File: src/rtl/bus_c_register_bank_if.sv
// Bus-C write port and register-bank outputs, grouped for the control
// unit (master) and the register bank (slave).
interface bus_c_register_bank_if #(
    parameter int DATA_WIDTH  = 16,
    parameter int INSTR_WIDTH = 8
);
    logic [DATA_WIDTH-1:0]  BUS_C;
    logic                   WRITE_EN;
    logic [3:0]             WRITE_SEL;
    logic                   INC_EN;
    logic [3:0]             INC_SEL;
    logic [DATA_WIDTH-1:0]  PC;
    logic [DATA_WIDTH-1:0]  R1;
    logic [DATA_WIDTH-1:0]  R2;
    logic [DATA_WIDTH-1:0]  TR;
    logic [DATA_WIDTH-1:0]  R;
    logic [DATA_WIDTH-1:0]  AC;
    logic [DATA_WIDTH-1:0]  AR;
    logic [INSTR_WIDTH-1:0] IR;
    logic                   Z_AC;
    logic                   WRITE_ACK;
    logic                   SEL_ERR;

    modport master (
        output BUS_C, WRITE_EN, WRITE_SEL, INC_EN, INC_SEL,
        input  PC, R1, R2, TR, R, AC, AR, IR,
        input  Z_AC, WRITE_ACK, SEL_ERR
    );

    modport slave (
        input  BUS_C, WRITE_EN, WRITE_SEL, INC_EN, INC_SEL,
        output PC, R1, R2, TR, R, AC, AR, IR,
        output Z_AC, WRITE_ACK, SEL_ERR
    );
endinterface

File: src/rtl/bus_c_register_bank.sv
// Architectural register bank loaded from BUS_C, with per-register increment.
// Define INC_SATURATE_EN to make increments saturate at all-ones instead of wrapping.
module bus_c_register_bank #(
    parameter int                  DATA_WIDTH  = 16,
    parameter int                  INSTR_WIDTH = 8,
    parameter logic [DATA_WIDTH-1:0] RESET_PC  = '0
) (
    input  logic                  CLK,
    input  logic                  RST_N,
    bus_c_register_bank_if.slave  bus
);
    localparam logic [3:0] SEL_PC = 4'd1;
    localparam logic [3:0] SEL_R1 = 4'd2;
    localparam logic [3:0] SEL_R2 = 4'd3;
    localparam logic [3:0] SEL_TR = 4'd4;
    localparam logic [3:0] SEL_R  = 4'd5;
    localparam logic [3:0] SEL_AC = 4'd6;
    localparam logic [3:0] SEL_IR = 4'd7;
    localparam logic [3:0] SEL_AR = 4'd8;

    logic [DATA_WIDTH-1:0]  pc_q, pc_d, r1_q, r1_d, r2_q, r2_d, tr_q, tr_d;
    logic [DATA_WIDTH-1:0]  r_q, r_d, ac_q, ac_d, ar_q, ar_d;
    logic [INSTR_WIDTH-1:0] ir_q, ir_d;
    logic                   ack_q, ack_d, err_q, err_d;
    logic                   wr_legal, inc_legal, inc_go;

    function automatic logic [DATA_WIDTH-1:0] bump(input logic [DATA_WIDTH-1:0] v);
`ifdef INC_SATURATE_EN
        bump = (&v) ? v : v + DATA_WIDTH'(1);
`else
        bump = v + DATA_WIDTH'(1);
`endif
    endfunction

    always_comb begin
        pc_d = pc_q;
        r1_d = r1_q;
        r2_d = r2_q;
        tr_d = tr_q;
        r_d  = r_q;
        ac_d = ac_q;
        ar_d = ar_q;
        ir_d = ir_q;
        wr_legal  = bus.WRITE_EN && (bus.WRITE_SEL != 4'd0)
                    && (bus.WRITE_SEL <= SEL_AR);
        inc_legal = bus.INC_EN && (bus.INC_SEL != 4'd0)
                    && (bus.INC_SEL <= SEL_AR) && (bus.INC_SEL != SEL_IR);
        // A write to the same register takes priority over its increment.
        inc_go = inc_legal && !(wr_legal && (bus.WRITE_SEL == bus.INC_SEL));
        if (inc_go) begin
            case (bus.INC_SEL)
                SEL_PC:  pc_d = bump(pc_q);
                SEL_R1:  r1_d = bump(r1_q);
                SEL_R2:  r2_d = bump(r2_q);
                SEL_TR:  tr_d = bump(tr_q);
                SEL_R:   r_d  = bump(r_q);
                SEL_AC:  ac_d = bump(ac_q);
                SEL_AR:  ar_d = bump(ar_q);
                default: ;
            endcase
        end
        if (wr_legal) begin
            case (bus.WRITE_SEL)
                SEL_PC:  pc_d = bus.BUS_C;
                SEL_R1:  r1_d = bus.BUS_C;
                SEL_R2:  r2_d = bus.BUS_C;
                SEL_TR:  tr_d = bus.BUS_C;
                SEL_R:   r_d  = bus.BUS_C;
                SEL_AC:  ac_d = bus.BUS_C;
                SEL_IR:  ir_d = bus.BUS_C[INSTR_WIDTH-1:0];
                SEL_AR:  ar_d = bus.BUS_C;
                default: ;
            endcase
        end
        ack_d = wr_legal;
        err_d = (bus.WRITE_EN && !wr_legal) || (bus.INC_EN && !inc_legal);
    end

    always_ff @(posedge CLK or negedge RST_N) begin
        if (!RST_N) begin
            pc_q  <= RESET_PC;
            r1_q  <= '0;
            r2_q  <= '0;
            tr_q  <= '0;
            r_q   <= '0;
            ac_q  <= '0;
            ar_q  <= '0;
            ir_q  <= '0;
            ack_q <= 1'b0;
            err_q <= 1'b0;
        end else begin
            pc_q  <= pc_d;
            r1_q  <= r1_d;
            r2_q  <= r2_d;
            tr_q  <= tr_d;
            r_q   <= r_d;
            ac_q  <= ac_d;
            ar_q  <= ar_d;
            ir_q  <= ir_d;
            ack_q <= ack_d;
            err_q <= err_d;
        end
    end

    assign bus.PC        = pc_q;
    assign bus.R1        = r1_q;
    assign bus.R2        = r2_q;
    assign bus.TR        = tr_q;
    assign bus.R         = r_q;
    assign bus.AC        = ac_q;
    assign bus.AR        = ar_q;
    assign bus.IR        = ir_q;
    assign bus.Z_AC      = (ac_q == '0);
    assign bus.WRITE_ACK = ack_q;
    assign bus.SEL_ERR   = err_q;
endmodule

File: src/flat_wrapper.sv
// flat-port wrapper written by rule: the top's interface ports become plain ports
module bus_c_register_bank_flat 
#(
    parameter int                  DATA_WIDTH  = 16,
    parameter int                  INSTR_WIDTH = 8,
    parameter logic [DATA_WIDTH-1:0] RESET_PC  = '0
)
  (CLK, RST_N, bus_BUS_C, bus_WRITE_EN, bus_WRITE_SEL, bus_INC_EN, bus_INC_SEL, bus_PC, bus_R1, bus_R2, bus_TR, bus_R, bus_AC, bus_AR, bus_IR, bus_Z_AC, bus_WRITE_ACK, bus_SEL_ERR);
  bus_c_register_bank_if #(.DATA_WIDTH(DATA_WIDTH), .INSTR_WIDTH(INSTR_WIDTH)) bus_i ();
  input  logic CLK;
  input  logic RST_N;
  input wire logic [$bits(bus_i.BUS_C)-1:0] bus_BUS_C;
  input wire logic [$bits(bus_i.WRITE_EN)-1:0] bus_WRITE_EN;
  input wire logic [$bits(bus_i.WRITE_SEL)-1:0] bus_WRITE_SEL;
  input wire logic [$bits(bus_i.INC_EN)-1:0] bus_INC_EN;
  input wire logic [$bits(bus_i.INC_SEL)-1:0] bus_INC_SEL;
  output wire logic [$bits(bus_i.PC)-1:0] bus_PC;
  output wire logic [$bits(bus_i.R1)-1:0] bus_R1;
  output wire logic [$bits(bus_i.R2)-1:0] bus_R2;
  output wire logic [$bits(bus_i.TR)-1:0] bus_TR;
  output wire logic [$bits(bus_i.R)-1:0] bus_R;
  output wire logic [$bits(bus_i.AC)-1:0] bus_AC;
  output wire logic [$bits(bus_i.AR)-1:0] bus_AR;
  output wire logic [$bits(bus_i.IR)-1:0] bus_IR;
  output wire logic [$bits(bus_i.Z_AC)-1:0] bus_Z_AC;
  output wire logic [$bits(bus_i.WRITE_ACK)-1:0] bus_WRITE_ACK;
  output wire logic [$bits(bus_i.SEL_ERR)-1:0] bus_SEL_ERR;
  assign bus_i.BUS_C = bus_BUS_C;
  assign bus_i.WRITE_EN = bus_WRITE_EN;
  assign bus_i.WRITE_SEL = bus_WRITE_SEL;
  assign bus_i.INC_EN = bus_INC_EN;
  assign bus_i.INC_SEL = bus_INC_SEL;
  assign bus_PC = bus_i.PC;
  assign bus_R1 = bus_i.R1;
  assign bus_R2 = bus_i.R2;
  assign bus_TR = bus_i.TR;
  assign bus_R = bus_i.R;
  assign bus_AC = bus_i.AC;
  assign bus_AR = bus_i.AR;
  assign bus_IR = bus_i.IR;
  assign bus_Z_AC = bus_i.Z_AC;
  assign bus_WRITE_ACK = bus_i.WRITE_ACK;
  assign bus_SEL_ERR = bus_i.SEL_ERR;
  bus_c_register_bank #(.DATA_WIDTH(DATA_WIDTH), .INSTR_WIDTH(INSTR_WIDTH), .RESET_PC(RESET_PC)) u_core (.CLK(CLK), .RST_N(RST_N), .bus(bus_i));
endmodule
File: config.mk
export PLATFORM = sky130hd
export DESIGN_NAME = bus_c_register_bank_flat
export DESIGN_NICKNAME = d
export VERILOG_FILES = /design/src/rtl/bus_c_register_bank_if.sv /design/src/rtl/bus_c_register_bank.sv /design/src/flat_wrapper.sv
export SDC_FILE = /design/constraint.sdc
export NUM_CORES = 1
export LEC_CHECK = 0
export BUFFER_PORTS_ARGS = -buffer_cell sky130_fd_sc_hd__buf_2
export CORE_MARGIN = 5
export CORE_UTILIZATION = 40
export CTS_CLUSTER_SIZE = 14
export DETAILED_ROUTE_END_ITERATION = 6
export GPL_ROUTABILITY_DRIVEN = 0
export HOLD_SLACK_MARGIN = 0.06
export PLACE_DENSITY = 0.66
export SYNTH_ARGS = -nofsm -noshare
export SYNTH_HDL_FRONTEND = slang
export SYNTH_SLANG_ARGS = --single-unit
export TNS_END_PERCENT = 10
File: constraint.sdc
create_clock -name CLK -period 2.3 [get_ports CLK]
set_input_delay 0.115 -clock CLK [delete_from_list [all_inputs] [get_ports CLK]]
set_output_delay 0.115 -clock CLK [all_outputs]
set_load 0.05 [all_outputs]
==> results.md <==
- Post-layout minimum cycle time: 2.03 ns
- Post-route cell area: 8770 um2
- # fillers: 1,683
- Nets@finish: 973
- CP max-delay cell: a2111oi_4
- Area contributors post-synth: dfrtp_1, xor2_1, nand2_1
- Bufs on Longest Clock Path: 2
- PortBufs: 150
- HPWL Detailed: 15.8 mm
- GRT Resource Usage Total: 0.225
- Worst-path clk slew: 0.05 ns
- Die width: 143 um
- Largest stage delay, worst path: 0.50 ns
- Yosys reg bits: 122
- Setup CP Type: flop to flop
- Post-Syn Area: 7060 um2
- Vias in the first global route: around 6,000
- Post-CTS Setup Repair Bufs: 0
- Most common cell in the synthesized netlist: dfrtp_1
- R2r startpoint: u_core.bus.R1[2]$_DFF_PN0_
- Fin. max-slew vios: 0
- Synth cell count leaders: dfrtp_1, nand2_1, xor2_1, nor2_1, nand3_1
- Clock root cell: clkbuf_16
- GR Layer Usage met1: 0.313
- EDFF count, synth: 0
- Outcome: complete, no violations
- Leakage: approximately 3.7 nW
- Worst min-delay path class: input pin to flop
- P&R area growth vs syn: 24.2%
- WHS Endpoint: u_core.bus.AR[12]$_DFF_PN0_
- Tightest Pin Transition: 0.662 ns
- M2 GR Usage: 0.341
- Initial Utilization: 0.408
- Cells after Synth: about 770
- Top cell type by total area after synthesis: dfrtp_1
- Critical path fanouts, max: 5
- Synth warn: 0
- Initial DRC Count: 508
- Mean Syn Cell Area: 9.13 um2
- Share of post-route cells with drive strength above 1: 0.267
- Die height: 143 um
- RSZ-0062 raised after global routing: false
- Io pins: 151
- Post-synth net total: 809
- Wire per inst: 19.0 um
- Initial antenna violation count: 2
- Hold Crit Start: bus_BUS_C[12]
- Worst Reg-to-Reg Cells: 6
- DRC Markers: 0
- Async SR Flop Fraction: 1.00
- H-Tree Depth: 4
- Crit path cell chain: nand3_1 > or2_2 > a2111oi_4 > nand4_1 > xor2_1 > a21oi_1
- Share of the synthesized area in the top cell type: 0.432
- Register area: 3050 um2
- Post-DP Area: between 8000 and 9000 um2
- Top_reg_cell synth: dfrtp_1
- Setup tns final: 0 ns
- Routed Antenna Nets: 0
- DR vias: 6,256
- Vias per cell: 5.34
- CP Launch Type: flop
- Number of cell rows: 48
- Largest net degree at the start of global routing: 52
- Global route total overflow: 0
- Num Clock Sinks: about 120
- Peak Freq: 493 MHz
- Hold depth: 3
- Met3 Track Usage GR: 0.0697
- Gr busiest metal: met2
- Num CTS Buffers: 17
- CP required: 2.58 ns
- Clock latency on the worst-skew pair: 0.43 ns
- Worst VDD drop: 0.569 mV
- Wire length of the first global-routing pass: 34.9 mm
- Fin crit share: 0.881
- R2R Setup Slk: approximately 0.27 ns
- Hold Vio Cnt, Final: 0
- Clk_skew: a little under 0.007 ns
- FF-to-FF End: u_core.bus.R1[15]$_DFF_PN0_
- Multi-input logic area: around 3700 um2
- Register area share after synthesis: 0.432
- Core area: 17,300 um2
- Slew headroom: 0.555
- Critical path arrival: 2.30 ns
- Crit path capture type: flop
- Unique masters post-synth: 52
- Max cap viols: 0
- Full die area: between 20,000 and 25,000 um2
- WL final: ~22 mm
- Power Density: 1100 nW/um2
- CTS tree: yes
- First drt pass iteration count: 7
- Setup violations, final: 0
==> worst max-delay path, delay by kind of cell, from the launching register on <==
family / cells / cell delay (ns)
DFF: 1 / 0.41
and+or+nand+nor: 3 / 0.72
xor gates and xnor gates: 1 / 0.16
AOI/OAI and AO/OA: 2 / 0.58
==> state kept, by name, summed over array words and instances, names as in the netlist <==
signal / count
u_core.bus.R: 16
u_core.bus.AR: 16
u_core.bus.PC: 16
u_core.bus.IR: 8
u_core.bus.R2: 16
u_core.bus.WRITE_ACK: 1
u_core.bus.R1: 16
u_core.bus.SEL_ERR: 1
u_core.bus.TR: 16
u_core.bus.AC: 16
==> per-stage QoR <==
step / util / hold slack, ns / setup WS, ns / cells / total power [mW]
after global routing: 0.507 / 0.0649 / 0.124 / 1171 / 10.1
after CTS: 0.507 / 0.0615 / 0.278 / 1170 / 9.72
after global placement: 0.472 / 0.0949 / 0.195 / 1138 / 7.10
after detailed placement: 0.472 / 0.0944 / 0.214 / 1138 / 7.15
after floorplan: - / -0.181 / 0.0636 / 773 / 6.06
final: 0.507 / 0.0752 / 0.273 / 1171 / 9.67
==> power by group <==
group	switching, mW	internal [mW]	total [mW]
sequential	0.655	2.68	3.34
combinational	2.84	0.947	3.79
clock	0.943	1.59	2.54
total	4.44	5.22	9.67
==> cell families after synthesis <==
logic type / share of synthesized area
xor+xnor: 0.130
simple gates: 0.244
fa+ha+maj: 0.0142
buf+inv: 0.0401
flops: 0.432
mux: 0.0292
compound gates: 0.110
==> cells in the final DEF, fill, tap and decap left out, types with 6 or more instances in the layout <==
cell and instances:
xnor2_1 36, buf_2 149, inv_1 17, o21ai_0 48, o21ai_1 19, clkbuf_16 17, and4_1 7, and2_1 7
nand4_1 26, dfrtp_1 122, mux2_2 11, nand2_1 105, nor3_2 7, mux2i_1 6, nand3_1 52, buf_4 35
nor3_1 10, xor2_1 69, and3_1 18, ha_1 8, nor2_1 63, a21oi_1 46
==> layout make-up <==
type	instances	share of cell area
repair buffers	190	0.123
clock inverters	3	0.00457
flip-flops and latches	122	0.348
diodes	1	0.000285
clock buffers	24	0.0572
well taps	225	0.0321
multi-input cells	589	0.427
inverters	17	0.00728
==> what timing repair did <==
item / CTS / global route
resized for setup: 0 / 0
hold buffers: 5 / 0
hold endpoints to repair: 68 / 0
==> metal layers <==
| metal | vias up | part of all wire |
|---|---|---|
| li1 | 3017 | - |
| met1 | 3004 | 0.44 |
| met2 | 199 | 0.46 |
| met3 | 34 | 0.073 |
| met4 | 2 | 0.020 |
| met5 | - | 0.00058 |
==> worst max-delay path by stage <==
stage | startpoint | end | slack [ns] | depth (start not counted)
global placement | bus_WRITE_SEL[2] | u_core.bus.PC[14]$_DFF_PN0_ | 0.20 | 8
detailed placement | bus_WRITE_SEL[2] | u_core.bus.PC[14]$_DFF_PN0_ | 0.21 | 8
floorplan | u_core.bus.R1[2]$_DFF_PN0_ | u_core.bus.R1[15]$_DFF_PN0_ | 0.06 | 6
global route | u_core.bus.PC[0]$_DFF_PN0_ | u_core.bus.PC[14]$_DFF_PN0_ | 0.12 | 7
finish | u_core.bus.R1[2]$_DFF_PN0_ | u_core.bus.R1[15]$_DFF_PN0_ | 0.27 | 6
CTS | u_core.bus.R1[2]$_DFF_PN0_ | u_core.bus.R1[15]$_DFF_PN0_ | 0.28 | 6
Power figures use the tool's default switching activity.
